===== config.mk =====
export PLATFORM = sky130hd
export DESIGN_NAME = queue_calc_param
export DESIGN_NICKNAME = d
export VERILOG_FILES = /design/src/rtl/queue_calc_param.sv
export SDC_FILE = /design/constraint.sdc
export NUM_CORES = 1
export LEC_CHECK = 0
export BUFFER_PORTS_ARGS = -buffer_cell sky130_fd_sc_hd__buf_2
export CAP_MARGIN = 20
export CORE_MARGIN = 5
export CORE_UTILIZATION = 57
export CTS_CLUSTER_SIZE = 25
export DETAILED_ROUTE_END_ITERATION = 6
export PLACE_DENSITY_LB_ADDON = 0.15
export SETUP_SLACK_MARGIN = 0.15
export SLEW_MARGIN = 25
export SYNTH_ARGS = -nofsm -noshare
export SYNTH_HDL_FRONTEND = slang
export SYNTH_SLANG_ARGS = --single-unit
export TNS_END_PERCENT = 30

===== constraint.sdc =====
create_clock -name clk -period 6.3 [get_ports clk]
set_input_delay 1.575 -clock clk [delete_from_list [all_inputs] [get_ports clk]]
set_output_delay 1.575 -clock clk [all_outputs]
set_load 0.005 [all_outputs]

===== src/rtl/queue_calc_param.sv =====
// Circular-FIFO arithmetic engine: push/pop/clear plus binary ops on the two oldest
// entries, with a restoring divider that takes WIDTH cycles for DIV/MOD.
module queue_calc_param #(
    parameter  int WIDTH = 8,
    parameter  int DEPTH = 8,
    localparam int CNTW  = $clog2(DEPTH + 1)
) (
    input  logic             clk,
    input  logic             rst,
    input  logic [WIDTH-1:0] in,
    input  logic [2:0]       op,
    input  logic             apply,
    output logic             ready,
    output logic [WIDTH-1:0] tail,
    output logic [WIDTH-1:0] head,
    output logic [CNTW-1:0]  count,
    output logic             empty,
    output logic             full,
    output logic             valid,
    output logic [1:0]       err_code
);
    localparam int PW  = (DEPTH > 1) ? $clog2(DEPTH) : 1;
    localparam int ITW = $clog2(WIDTH + 1);

    localparam logic [2:0] OP_PUSH = 3'd0, OP_POP = 3'd1, OP_ADD = 3'd2, OP_MUL = 3'd3,
                           OP_SUB  = 3'd4, OP_DIV = 3'd5, OP_MOD = 3'd6, OP_CLR = 3'd7;
    localparam logic [1:0] E_OVF = 2'd1, E_UNF = 2'd2, E_DBZ = 2'd3;

    typedef enum logic {IDLE, BUSY} state_e;

    function automatic logic [PW-1:0] inc(input logic [PW-1:0] p);
        return (p == PW'(DEPTH - 1)) ? '0 : p + PW'(1);
    endfunction

    state_e            state_q, state_d;
    logic [PW-1:0]     hd_q, hd_d, tl_q, tl_d;
    logic [CNTW-1:0]   cnt_q, cnt_d;
    logic              valid_q, valid_d;
    logic [1:0]        err_q, err_d;
    logic [WIDTH-1:0]  dvd_q, dvd_d, dvs_q, dvs_d, rem_q, rem_d;
    logic [ITW-1:0]    it_q, it_d;
    logic              mod_q, mod_d;

    logic [WIDTH-1:0]  mem_q [DEPTH];
    logic              wr_en;
    logic [PW-1:0]     wr_idx;
    logic [WIDTH-1:0]  wr_data;

    logic [PW-1:0]     hd1, hd2, last;
    logic [WIDTH-1:0]  opa, opb, res;
    logic [WIDTH:0]    rem_sh, rem_sub;
    logic              ge;
    logic [WIDTH-1:0]  rem_nx, dvd_nx;

    assign hd1  = inc(hd_q);
    assign hd2  = inc(hd1);
    assign last = (tl_q == '0) ? PW'(DEPTH - 1) : tl_q - PW'(1);
    assign opa  = mem_q[hd_q];
    assign opb  = mem_q[hd1];

    // One restoring-division step: shift in the next dividend bit, subtract if it fits.
    assign rem_sh  = {rem_q, dvd_q[WIDTH-1]};
    assign rem_sub = rem_sh - {1'b0, dvs_q};
    assign ge      = (rem_sh >= {1'b0, dvs_q});
    assign rem_nx  = ge ? rem_sub[WIDTH-1:0] : rem_sh[WIDTH-1:0];
    assign dvd_nx  = {dvd_q[WIDTH-2:0], ge};

    always_comb begin
        res = '0;
        case (op)
            OP_ADD:  res = opa + opb;
            OP_MUL:  res = opa * opb;
            OP_SUB:  res = opb - opa;
            default: res = '0;
        endcase
    end

    always_comb begin
        state_d = state_q;
        hd_d    = hd_q;
        tl_d    = tl_q;
        cnt_d   = cnt_q;
        valid_d = valid_q;
        err_d   = err_q;
        dvd_d   = dvd_q;
        dvs_d   = dvs_q;
        rem_d   = rem_q;
        it_d    = it_q;
        mod_d   = mod_q;
        wr_en   = 1'b0;
        wr_idx  = tl_q;
        wr_data = '0;
        if (state_q == BUSY) begin
            dvd_d = dvd_nx;
            rem_d = rem_nx;
            it_d  = it_q + ITW'(1);
            if (it_q == ITW'(WIDTH - 1)) begin
                wr_en   = 1'b1;
                wr_data = mod_q ? rem_nx : dvd_nx;
                hd_d    = hd2;
                tl_d    = inc(tl_q);
                cnt_d   = cnt_q - CNTW'(1);
                state_d = IDLE;
            end
        end else if (apply) begin
            if (op == OP_CLR) begin
                hd_d    = '0;
                tl_d    = '0;
                cnt_d   = '0;
                valid_d = 1'b1;
                err_d   = '0;
            end else if (valid_q) begin
                case (op)
                    OP_PUSH: begin
                        if (cnt_q == CNTW'(DEPTH)) begin
                            valid_d = 1'b0;
                            err_d   = E_OVF;
                        end else begin
                            wr_en   = 1'b1;
                            wr_data = in;
                            tl_d    = inc(tl_q);
                            cnt_d   = cnt_q + CNTW'(1);
                        end
                    end
                    OP_POP: begin
                        if (cnt_q == '0) begin
                            valid_d = 1'b0;
                            err_d   = E_UNF;
                        end else begin
                            hd_d  = hd1;
                            cnt_d = cnt_q - CNTW'(1);
                        end
                    end
                    default: begin
                        if (cnt_q < CNTW'(2)) begin
                            valid_d = 1'b0;
                            err_d   = E_UNF;
                        end else if (op == OP_DIV || op == OP_MOD) begin
                            if (opa == '0) begin
                                valid_d = 1'b0;
                                err_d   = E_DBZ;
                            end else begin
                                dvs_d   = opa;
                                dvd_d   = opb;
                                rem_d   = '0;
                                it_d    = '0;
                                mod_d   = (op == OP_MOD);
                                state_d = BUSY;
                            end
                        end else begin
                            wr_en   = 1'b1;
                            wr_data = res;
                            hd_d    = hd2;
                            tl_d    = inc(tl_q);
                            cnt_d   = cnt_q - CNTW'(1);
                        end
                    end
                endcase
            end
        end
    end

    always_ff @(posedge clk or negedge rst) begin
        if (!rst) begin
            state_q <= IDLE;
            hd_q    <= '0;
            tl_q    <= '0;
            cnt_q   <= '0;
            valid_q <= 1'b1;
            err_q   <= '0;
            dvd_q   <= '0;
            dvs_q   <= '0;
            rem_q   <= '0;
            it_q    <= '0;
            mod_q   <= 1'b0;
        end else begin
            state_q <= state_d;
            hd_q    <= hd_d;
            tl_q    <= tl_d;
            cnt_q   <= cnt_d;
            valid_q <= valid_d;
            err_q   <= err_d;
            dvd_q   <= dvd_d;
            dvs_q   <= dvs_d;
            rem_q   <= rem_d;
            it_q    <= it_d;
            mod_q   <= mod_d;
        end
    end

    // Storage needs no reset: entries are only observed while counted.
    always_ff @(posedge clk) begin
        if (wr_en) mem_q[wr_idx] <= wr_data;
    end

    assign ready    = (state_q == IDLE);
    assign count    = cnt_q;
    assign empty    = (cnt_q == '0);
    assign full     = (cnt_q == CNTW'(DEPTH));
    assign head     = empty ? '0 : mem_q[hd_q];
    assign tail     = empty ? '0 : mem_q[last];
    assign valid    = valid_q;
    assign err_code = err_q;
endmodule


==> summary.txt, run 1 <==
GRT
  – Vias in the first global route: 6,339
  – First-pass GRT wire length: 34,500 µm
  – Largest net degree at the start of global routing: 44
  – Grt ovf: 0
  – GRT Overall Usage: between 20% and 30%
  – Initial antenna violation count: 0

Worst setup path
  – Worst Setup SP: hd_q[0]$_DFFE_PN0P_
  – Worst EP required: 6.39 ns
  – Setup Crit Path Kind: reg -> reg
  – Worst setup EP type: register
  – CP Max Fanout: 12
  – Worst r2r path cells: 21
  – Crit path arrival time: 6.01 ns
  – R2R Path Start: hd_q[0]$_DFFE_PN0P_
  – Crit path launch type: register

Die
  – FP Rows: 43
  – I/O pin cnt: 40
  – Core area: ~0.014 mm²
  – Die Area: 0.0166 mm²
  – Die Y: 129 µm
  – Chip width: 129 µm
  – Initial Util: 58.2%

STA
  – Setup Skew: 0.0105 ns
  – RSZ-0062 raised after global routing: no
  – Setup-failing EPs final: 0
  – Rel. slew slack: between 20% and 30%
  – Period utilization: between 90% and 100%
  – Worst-margin pin slew: 1.12 ns
  – Final Slew Violations: 0
  – Fin crit period: approximately 6 ns
  – Fmax: 169 MHz
  – Final hold vios: 0
  – Setup_tns: 0 ns

Layout
  – Area grow syn2layout: 9.55%
  – Final nets: 899
  – ANT cells: 0
  – Layout cells sized above 1: 17.5%
  – Core Util, Final: a little under two thirds

Detailed routing
  – Drt wl/cell: between 20 and 25 µm
  – Total wire length: 22,100 µm
  – DRC errors left: 0
  – Via density: around 6.5
  – Detailed Route Iter0 Violations: just under 800
  – First-pass detailed-route iteration total: 5
  – Antenna viol nets, final: 0
  – Vias: about 6.6k

Worst hold path
  – Hold Crit Depth: 1
  – HP Class: reg -> reg
  – Worst Hold Launch: err_code[1]$_DFFE_PN0P_

Yosys
  – Mapped Area: 0.00807 mm²
  – Largest area contributor in the netlist: edfxtp_1
  – Syn Nets: roughly 860
  – EDFF count, synth: 64
  – Register area share after synthesis: 37.2%
  – Predominant post-synthesis flop cell: edfxtp_1
  – Commonest cells in the netlist: 93 x nand2_1, 77 x nor2_1, 64 x edfxtp_1, 54 x inv_1
  – Top-count cell post-synth: nand2_1
  – Share of the synthesized area in the top cell type: roughly a quarter
  – Yosys warning count: 0
  – Netlist cell types: between 60 and 70
  – Top post-synthesis cells by area: edfxtp_1 24%, dfrtp_1 13%, ha_1 6.7%, mux4_1 6.5%, nand2_1 4.3%
  – #FFs+latches synth: 107
  – Ys async rst share: 40.2%
  – Average size of a mapped cell: a little over 10 µm²
  – Syn Inst Count: 791

Clocking
  – CTS max path bufs: 2
  – Cts hold-fix bufs: 0
  – Clock Latency Late Sink: 0.37 ns
  – Total CTS buffers: 9
  – H-tree level count: 3
  – Clock-pin slew on the worst setup and hold paths: about 0.080 ns
  – Num Clock Sinks: 107
  – CTS Root Cell: clkbuf_16
  – CTS tree: yes

Flow run
  – Max-cap violations: 0

Placement
  – I/O Buffers: 39
  – Post-DP HPWL: 16,000 µm
  – GPL Wtd Cong: 0.934

Outcome
  – Status: finished, final reports clean
## flip-flops by register name, indices dropped and copies added, names as in the netlist
name      cells
mem_q        64
dvd_q         8
dvs_q         8
rem_q         8
count         4
it_q          4
hd_q          3
tl_q          3
err_code      2
mod_q         1
state_q       1
valid         1
## metal layers
metal  track usage [%]  part of all wire (%)  up-vias
met5                 0                     0        -
met4              10.1                   2.9        0
met3              5.27                   8.5       58
met2              44.3                    49      361
met1              35.3                    40     3199
li1                  -                     -     2949
## path summary, 6_finish.rpt
kind | endpoint | slack [ns]
min in group asynchronous | dvs_q[1]$_DFFE_PN0P_ | 1.21
setup / recovery | mem_q[2][7]$_DFFE_PP_ | 0.38
max in group asynchronous | count[0]$_DFFE_PN0P_ | 4.70
setup reg to reg | mem_q[2][7]$_DFFE_PP_ | 0.38
hold reg to reg | err_code[1]$_DFFE_PN0P_ | 0.50
hold / removal | err_code[1]$_DFFE_PN0P_ | 0.50
## cell type report
class | instances | area, µm²
Fill cell | 1134 | 5040
Multi-Input combinational cell | 585 | 4670
Sequential cell | 107 | 3000
Timing Repair Buffer | 71 | 445
Clock buffer | 9 | 225
Tap cell | 180 | 225
Inverter | 54 | 203
Clock inverter | 7 | 73.8
## logic make-up after synthesis
kind of cell	synth area share (%)
and+or+nand+nor	13.9
xor gates and xnor gates	4.49
DFF	37.2
muxes	14.5
buffers and inverters	5.42
AOI/OAI and AO/OA	14.4
adders and majority gates	10.1
## stage by stage
step           setup WS, ns  instances  cell area (µm²)  hold WS [ns]
3_3_place_gp          0.224        991             8470         0.470
5_1_grt               0.147       1013             8840         0.525
2_1_floorplan         0.205        791             8070         0.468
6_report              0.383       1013             8840         0.498
4_1_cts               0.152       1007             8780         0.497
3_5_place_dp         0.0847        991             8470         0.476
## worst max-delay path: stages (launching register included)
cell and delay [ns]:
dfrtp_1 0.40, ha_1 0.21, ha_2 0.20, nor2_8 0.17
buf_6 0.22, mux4_1 0.60, mux2i_2 0.23, nor2_1 0.07
ha_1 0.33, ha_1 0.33, fa_1 0.54, inv_1 0.06
fa_1 0.53, inv_1 0.05, ha_1 0.32, a21oi_2 0.15
xnor2_1 0.14, xnor2_1 0.15, xnor3_1 0.24, xnor2_1 0.14
a2111oi_2 0.40, nor2_2 0.16
## what timing repair did
action,CTS,global route
buffers inserted,0,6
pin swaps,3,4
resized for setup,3,8
hold endpoints to repair,0,0
endpoints found under the setup margin,8,16
## layout by cell type, fill, tap and decap left out, drive strengths merged, types with 6 or more instances in the layout
cell     n
nand3    7
a21oi   47
nand2   93
a211oi   8
a22o    16
nor2b    7
o22ai    8
inv     59
nor3    18
mux2i   28
clkbuf   9
o21ai   48
a22oi    7
dfrtp   42
xor2    11
ha      43
xnor2   27
mux4    32
or2     14
buf     71
nand4    6
nor2    79
a211o    6
edfxtp  64
fa      14
a221oi   9
Power of run 1 is left out: the tool's default activity adds up to more than one toggle a clock period on the data nets, which glitch-free logic cannot reach.
==> run 2: changes to the inputs <==
--- a/config.mk
+++ b/config.mk
@@ -8,7 +8,7 @@
 export BUFFER_PORTS_ARGS = -buffer_cell sky130_fd_sc_hd__buf_2
 export CAP_MARGIN = 20
 export CORE_MARGIN = 5
-export CORE_UTILIZATION = 57
+export CORE_UTILIZATION = 30
 export CTS_CLUSTER_SIZE = 25
 export DETAILED_ROUTE_END_ITERATION = 6
 export PLACE_DENSITY_LB_ADDON = 0.15
==> run 2 against run 1 <==
Effect of this change:
- die area is 82% higher
- highest routed layer unchanged
- cell count is 18% higher
- maximum frequency is 1.7% higher
- setup slack better by 0.10 ns
- core utilization is 29 points lower
- routed wire length is 11% higher
- hold slack better by 0.011 ns
==> summary.txt, run 2 (synthesis results as in run 1) <==
Outcome
  – Status: finished, final reports clean

Worst setup path
  – Worst R2R End: mem_q[1][7]$_DFFE_PP_
  – Reg2Reg Setup Slack: slightly below 0.5 ns
  – CP most frequent cell: fa_1
  – Max incr delay on CP: 0.54 ns
  – Buf/Inv on CP: 4
  – CP Max Fanout: 8
  – CP max stage cell: fa_1
  – Top cell family by delay on the critical path: adder cells
  – Worst Setup SP: hd_q[0]$_DFFE_PN0P_
  – Worst r2r path cells: 22
  – CP cell instances: ha_1 -> ha_4 -> nor2_8 -> mux4_1 -> mux2i_1 -> buf_4 -> or2_2 -> fa_1 -> fa_1 -> inv_1 -> fa_1 -> inv_1 -> fa_1 -> inv_1 -> ha_1 -> a21oi_2 -> xnor2_1 -> xnor2_1 -> xnor3_1 -> xnor2_1 -> a2111oi_2 -> nor2_2
  – Crit path launch type: register
  – R2R Path Start: hd_q[0]$_DFFE_PN0P_
  – Setup Crit Path Kind: reg -> reg
  – Worst setup EP type: register
  – Worst EP required: 6.40 ns
  – Crit path arrival time: 5.92 ns

Die
  – Initial Util: 30.2%
  – Core area: 0.0267 mm²
  – Die Area: 0.0303 mm²
  – I/O pin cnt: 40
  – FP Rows: 60
  – Chip width: 174 µm
  – Die Y: around 170 µm

STA
  – Setup-failing EPs final: 0
  – RSZ-0062 raised after global routing: no
  – Setup Skew: 0.0129 ns
  – Fin crit period: 5.82 ns
  – Final Slew Violations: 0
  – Fmax: 172 MHz
  – Worst-margin pin slew: 1.02 ns
  – Final hold vios: 0
  – Rel. slew slack: between 30% and 40%
  – Post-route setup slack: between 0.4 and 0.5 ns
  – Period utilization: between 90% and 100%

Worst hold path
  – Min-Delay Endpoint: err_code[1]$_DFFE_PN0P_
  – HP Class: reg -> reg
  – Worst Hold Launch: err_code[1]$_DFFE_PN0P_
  – Hold Crit Depth: 1

Detailed routing
  – Detailed Route Iter0 Violations: 390
  – DRC errors left: 0
  – Drt wl/cell: 20.5 µm
  – Vias: 6,269
  – First-pass detailed-route iteration total: 5
  – Antenna viol nets, final: 0
  – Total wire length: 24,500 µm
  – Via density: around 5.2

GRT
  – Initial antenna violation count: 0
  – GRT Overall Usage: 16.3%
  – First-pass GRT wire length: 38,100 µm
  – Grt ovf: 0
  – Vias in the first global route: 6,370
  – Largest net degree at the start of global routing: 44

Layout
  – Final nets: 921
  – Max FFs per register: 64
  – Commonest non-fill, non-tap cell in the layout: nand2_1
  – Area grow syn2layout: 14.7%
  – Biggest register: mem_q
  – Layout cells sized above 1: 19.5%
  – Finished Layout Cells: 1,196
  – ANT cells: 0
  – Commonest cells after routing, fill and taps aside: 93 x nand2_1, 73 x nor2_1, 64 x edfxtp_1

Placement
  – I/O Buffers: 39
  – Post-DP HPWL: 18,400 µm
  – Dpl cells: 1,176
  – GPL Wtd Cong: 0.814
  – Post-place setup slack: -0.00589 ns

Clocking
  – H-tree level count: 3
  – Clock Latency Late Sink: 0.37 ns
  – Num Clock Sinks: 107
  – CTS max path bufs: 2
  – CTS Root Cell: clkbuf_16
  – CTS tree: yes
  – Cts hold-fix bufs: 0
  – Total CTS buffers: 9
  – Clock-pin slew on the worst setup and hold paths: 0.09 ns

Power and ir drop
  – P_leak: 3.66 nW
  – PwrDens: 663 mW/mm²
  – Peak VDD IR: 0.479 mV

Flow run
  – Max-cap violations: 0
run 2: repair_timing:
item,4_1_cts,5_1_grt
pin swaps,3,3
setup buffers,2,2
resized for setup,4,9
cloned,0,0
endpoints found under the setup margin,8,8
run 2: worst max-delay path by stage:
stage                     slack [ns]                    end  cells after the start
after floorplan                 0.20  mem_q[0][7]$_DFFE_PP_                     22
after global placement          0.05  mem_q[3][7]$_DFFE_PP_                     22
after detailed placement      -0.006  mem_q[1][7]$_DFFE_PP_                     21
after CTS                       0.25  mem_q[0][7]$_DFFE_PP_                     22
after global routing            0.18  mem_q[5][7]$_DFFE_PP_                     22
final                           0.48  mem_q[1][7]$_DFFE_PP_                     22
run 2: through the flow:
stage               total power (W)  utilization [%]  area, µm²  hold WS [ns]  setup TNS, ns
global route                0.00678             34.7       9260         0.551              0
floorplan                   0.00441                -       8070         0.468              0
CTS                         0.00617             34.4       9210         0.525              0
detailed placement          0.00558             33.1       8840         0.505        -0.0460
global placement            0.00557             33.1       8840         0.499              0
finish                      0.00614             34.7       9260         0.510              0
run 2: area by class of cell:
class | instances | area (µm²)
repair buffers | 93 | 604
flip-flops and latches | 107 | 3000
clock inverters | 7 | 108
well taps | 341 | 427
clock buffers | 9 | 225
multi-input cells | 585 | 4700
fillers | 2732 | 17500
inverters | 54 | 203
run 2: where the power goes:
group | leakage, nW | total, W | internal [W] | switching, W
Clock | 0.161 | 0.000626 | 0.000298 | 0.000328
Sequential | 1.08 | 0.000977 | 0.000862 | 0.000115
Combinational | 2.42 | 0.00454 | 0.00220 | 0.00234
run 2: metal layers:
metal  up-vias  GRT usage [%]  wire (µm)
li1       2988              -          -
met3        39           2.39        981
met4         0           5.25        624
met5         -              0          0
met1      3094           22.3      11300
met2       148           26.6      11600
(Power assumes the default switching activity.)
==> run 3: changes to the inputs <==
--- a/config.mk
+++ b/config.mk
@@ -13,7 +13,7 @@
 export DETAILED_ROUTE_END_ITERATION = 6
 export PLACE_DENSITY_LB_ADDON = 0.15
 export SETUP_SLACK_MARGIN = 0.15
-export SLEW_MARGIN = 25
+export SLEW_MARGIN = 20
 export SYNTH_ARGS = -nofsm -noshare
 export SYNTH_HDL_FRONTEND = slang
 export SYNTH_SLANG_ARGS = --single-unit
==> constraint.sdc (replaced) <==
create_clock -name clk -period 6.3 [get_ports clk]
set_input_delay 1.575 -clock clk [delete_from_list [all_inputs] [get_ports clk]]
set_output_delay 1.575 -clock clk [all_outputs]
set_load 0.01 [all_outputs]
==> run 3 against run 2 <==
Effect of this change:
- cell area fell by 0.68%
- combinational power down 1%
- setup slack got worse by 0.086 ns
- largest cell class unchanged
- clock power fell by 5.3%
- critical path depth shrank 1
- count of clock-buffer cells in the layout unchanged
- first-iteration DRC count grew 9.7%
- sequential power about the same
- sequential share of layout area increased by 0.22 points
- sequential cell count unchanged
==> summary.txt, run 3 (synthesis results as in run 1) <==
Outcome
  – Status: finished, final reports clean

Placement
  – Dpl cell area: 0.00883 mm²
  – I/O Buffers: 39
  – GPL Wtd Cong: 0.814
  – Post-DP HPWL: 18,300 µm
  – Post-place setup slack: -0.0734 ns

STA
  – Final hold vios: 0
  – Hold_ws: ~0.51 ns
  – Post-route setup slack: approximately 0.4 ns
  – Fmax: 169 MHz
  – Setup Skew: 0.0174 ns
  – Period utilization: ~94%
  – Worst-margin pin slew: 1.10 ns
  – Fin crit period: 5.90 ns
  – RSZ-0062 raised after global routing: yes
  – Rel. slew slack: 25.7%
  – Final Slew Violations: 0
  – Setup-failing EPs final: 0

Detailed routing
  – Antenna viol nets, final: 0
  – Total wire length: 24,500 µm
  – DRC errors left: 0
  – Drt wl/cell: slightly above 20 µm
  – First-pass detailed-route iteration total: 5
  – Via density: ~5.2
  – Detailed Route Iter0 Violations: 428
  – Vias: 6,238

Worst setup path
  – Worst Setup SP: hd_q[0]$_DFFE_PN0P_
  – CP Max Fanout: 8
  – Worst R2R End: mem_q[5][7]$_DFFE_PP_
  – Crit path arrival time: 5.99 ns
  – Reg2Reg Setup Slack: 0.40 ns
  – Worst setup EP type: register
  – Worst EP required: approximately 6.4 ns
  – R2R Path Start: hd_q[0]$_DFFE_PN0P_
  – Worst r2r path cells: 21
  – Crit path launch type: register
  – Setup Crit Path Kind: reg -> reg

Layout
  – Core Util, Final: roughly 34%
  – Post-route cell area: 0.00920 mm²
  – Max FFs per register: 64
  – Biggest register: mem_q
  – Layout cells sized above 1: 18.8%
  – Final nets: 919
  – ANT cells: 0
  – Area grow syn2layout: 14.0%
  – Storage cell area: 0.00300 mm²
  – Commonest non-fill, non-tap cell in the layout: nand2_1
  – Area of the multi-input gates: 0.00469 mm²
  – Fill cells: ~2.8k
  – Commonest cells after routing, fill and taps aside: 93 x nand2_1, 75 x nor2_1, 64 x edfxtp_1

Power and ir drop
  – Sequential share of power: 16.1%
  – Clk pwr share: 9.8%
  – Net Sw Power: approximately 0.0028 W
  – PwrDens: 659 mW/mm²
  – Total power: 0.00606 W
  – Peak VDD IR: 0.566 mV
  – Pint: 0.00331 W
  – Combinational Power Share: 74.1%
  – P_leak: 3.63 nW
  – Switching share of total power: 45.4%

Worst hold path
  – Hold Crit Depth: 2
  – Min-Delay Endpoint: rem_q[5]$_DFFE_PN0P_
  – HP Class: reg -> reg
  – Worst Hold Launch: rem_q[5]$_DFFE_PN0P_

Clocking
  – Total CTS buffers: 9
  – CTS Root Cell: clkbuf_16
  – CTS tree: yes
  – H-tree level count: 3
  – Clock-pin slew on the worst setup and hold paths: 0.08 ns
  – Clock Latency Late Sink: approximately 0.37 ns
  – Num Clock Sinks: 107
  – CTS max path bufs: 2
  – Cts hold-fix bufs: 0

Die
  – Initial Util: 30.2%
  – Die Area: 0.0303 mm²
  – FP Rows: 60
  – I/O pin cnt: 40
  – Chip width: 174 µm
  – Core area: between 0.02 and 0.03 mm²
  – Die Y: 174 µm

GRT
  – Largest net degree at the start of global routing: 44
  – GRT Overall Usage: 16.3%
  – Vias in the first global route: between 6k and 7k
  – Initial antenna violation count: 0
  – First-pass GRT wire length: between 30,000 and 40,000 µm
  – Grt ovf: 0

Flow run
  – Max-cap violations: 0
## run 3: changes by cell type in the layout (fill, tap and decap cells not counted), sizes merged
cell / previous run / this run
clkinv: 3 / 2
inv: 58 / 59
nor2: 79 / 80
buf: 93 / 90
## run 3: repair_timing
item / in CTS / in global routing
gates cloned: 1 / 0
setup endpoints to repair: 8 / 16
buffers inserted: 2 / 0
pin swaps: 3 / 2
gates resized for setup: 5 / 5
## run 3: worst max-delay path by stage
stage                            endpoint  slack (ns)  cells after the start
CTS                 mem_q[0][7]$_DFFE_PP_        0.26                     22
global placement    mem_q[0][7]$_DFFE_PP_        0.04                     22
global route        mem_q[1][7]$_DFFE_PP_        0.11                     21
floorplan           mem_q[0][7]$_DFFE_PP_        0.20                     22
finish              mem_q[5][7]$_DFFE_PP_        0.40                     21
detailed placement  mem_q[4][7]$_DFFE_PP_       -0.07                     21
## run 3: worst max-delay path: stages, from the launching register on
cell       delay, ns
dfrtp_1         0.40
ha_1            0.24
ha_4            0.20
nor2_8          0.14
mux4_1          0.60
mux2i_2         0.29
nor2_1          0.09
ha_2            0.21
fa_1            0.48
ha_1            0.30
inv_1           0.05
fa_1            0.52
inv_1           0.06
fa_1            0.46
a21o_1          0.20
a21oi_1         0.18
xnor2_1         0.16
xnor2_1         0.16
xnor3_1         0.27
xnor2_1         0.15
a2111oi_2       0.33
nor2_2          0.14
## run 3: final cells by class
cell class              instances  area share, %
clock inverters                 7          0.789
inverters                      54           2.20
well taps                     341           4.64
clock buffers                   9           2.45
multi-input cells             586           51.0
flip-flops and latches        107           32.6
repair buffers                 90           6.32
## run 3: metrics by stage
| stage | cells | setup TNS, ns |
|---|---|---|
| global placement | 1175 | 0 |
| detailed placement | 1175 | -0.587 |
| finish | 1194 | 0 |
| CTS | 1194 | 0 |
| global route | 1194 | 0 |
| floorplan | 791 | 0 |
## run 3: metal layers
| metal | vias to the layer above | wire (µm) | GRT usage, % | share of wire [%] |
|---|---|---|---|---|
| met3 | 19 | 811 | 2.28 | 3.3 |
| met2 | 132 | 11900 | 27.8 | 49 |
| li1 | 2988 | - | - | - |
| met5 | - | 0 | 0 | 0 |
| met1 | 3099 | 11400 | 22.3 | 47 |
| met4 | 0 | 339 | 3.30 | 1.4 |
## run 3: power by group through the flow
| stage | sequential, W | combinational, W | clock, W |
|---|---|---|---|
| global placement | 0.000988 | 0.00462 | 0 |
| CTS | 0.000974 | 0.00453 | 0.000611 |
| global route | 0.000995 | 0.00508 | 0.000635 |
| floorplan | 0.000956 | 0.00349 | 0 |
| detailed placement | 0.000989 | 0.00463 | 0 |
| finish | 0.000975 | 0.00449 | 0.000593 |
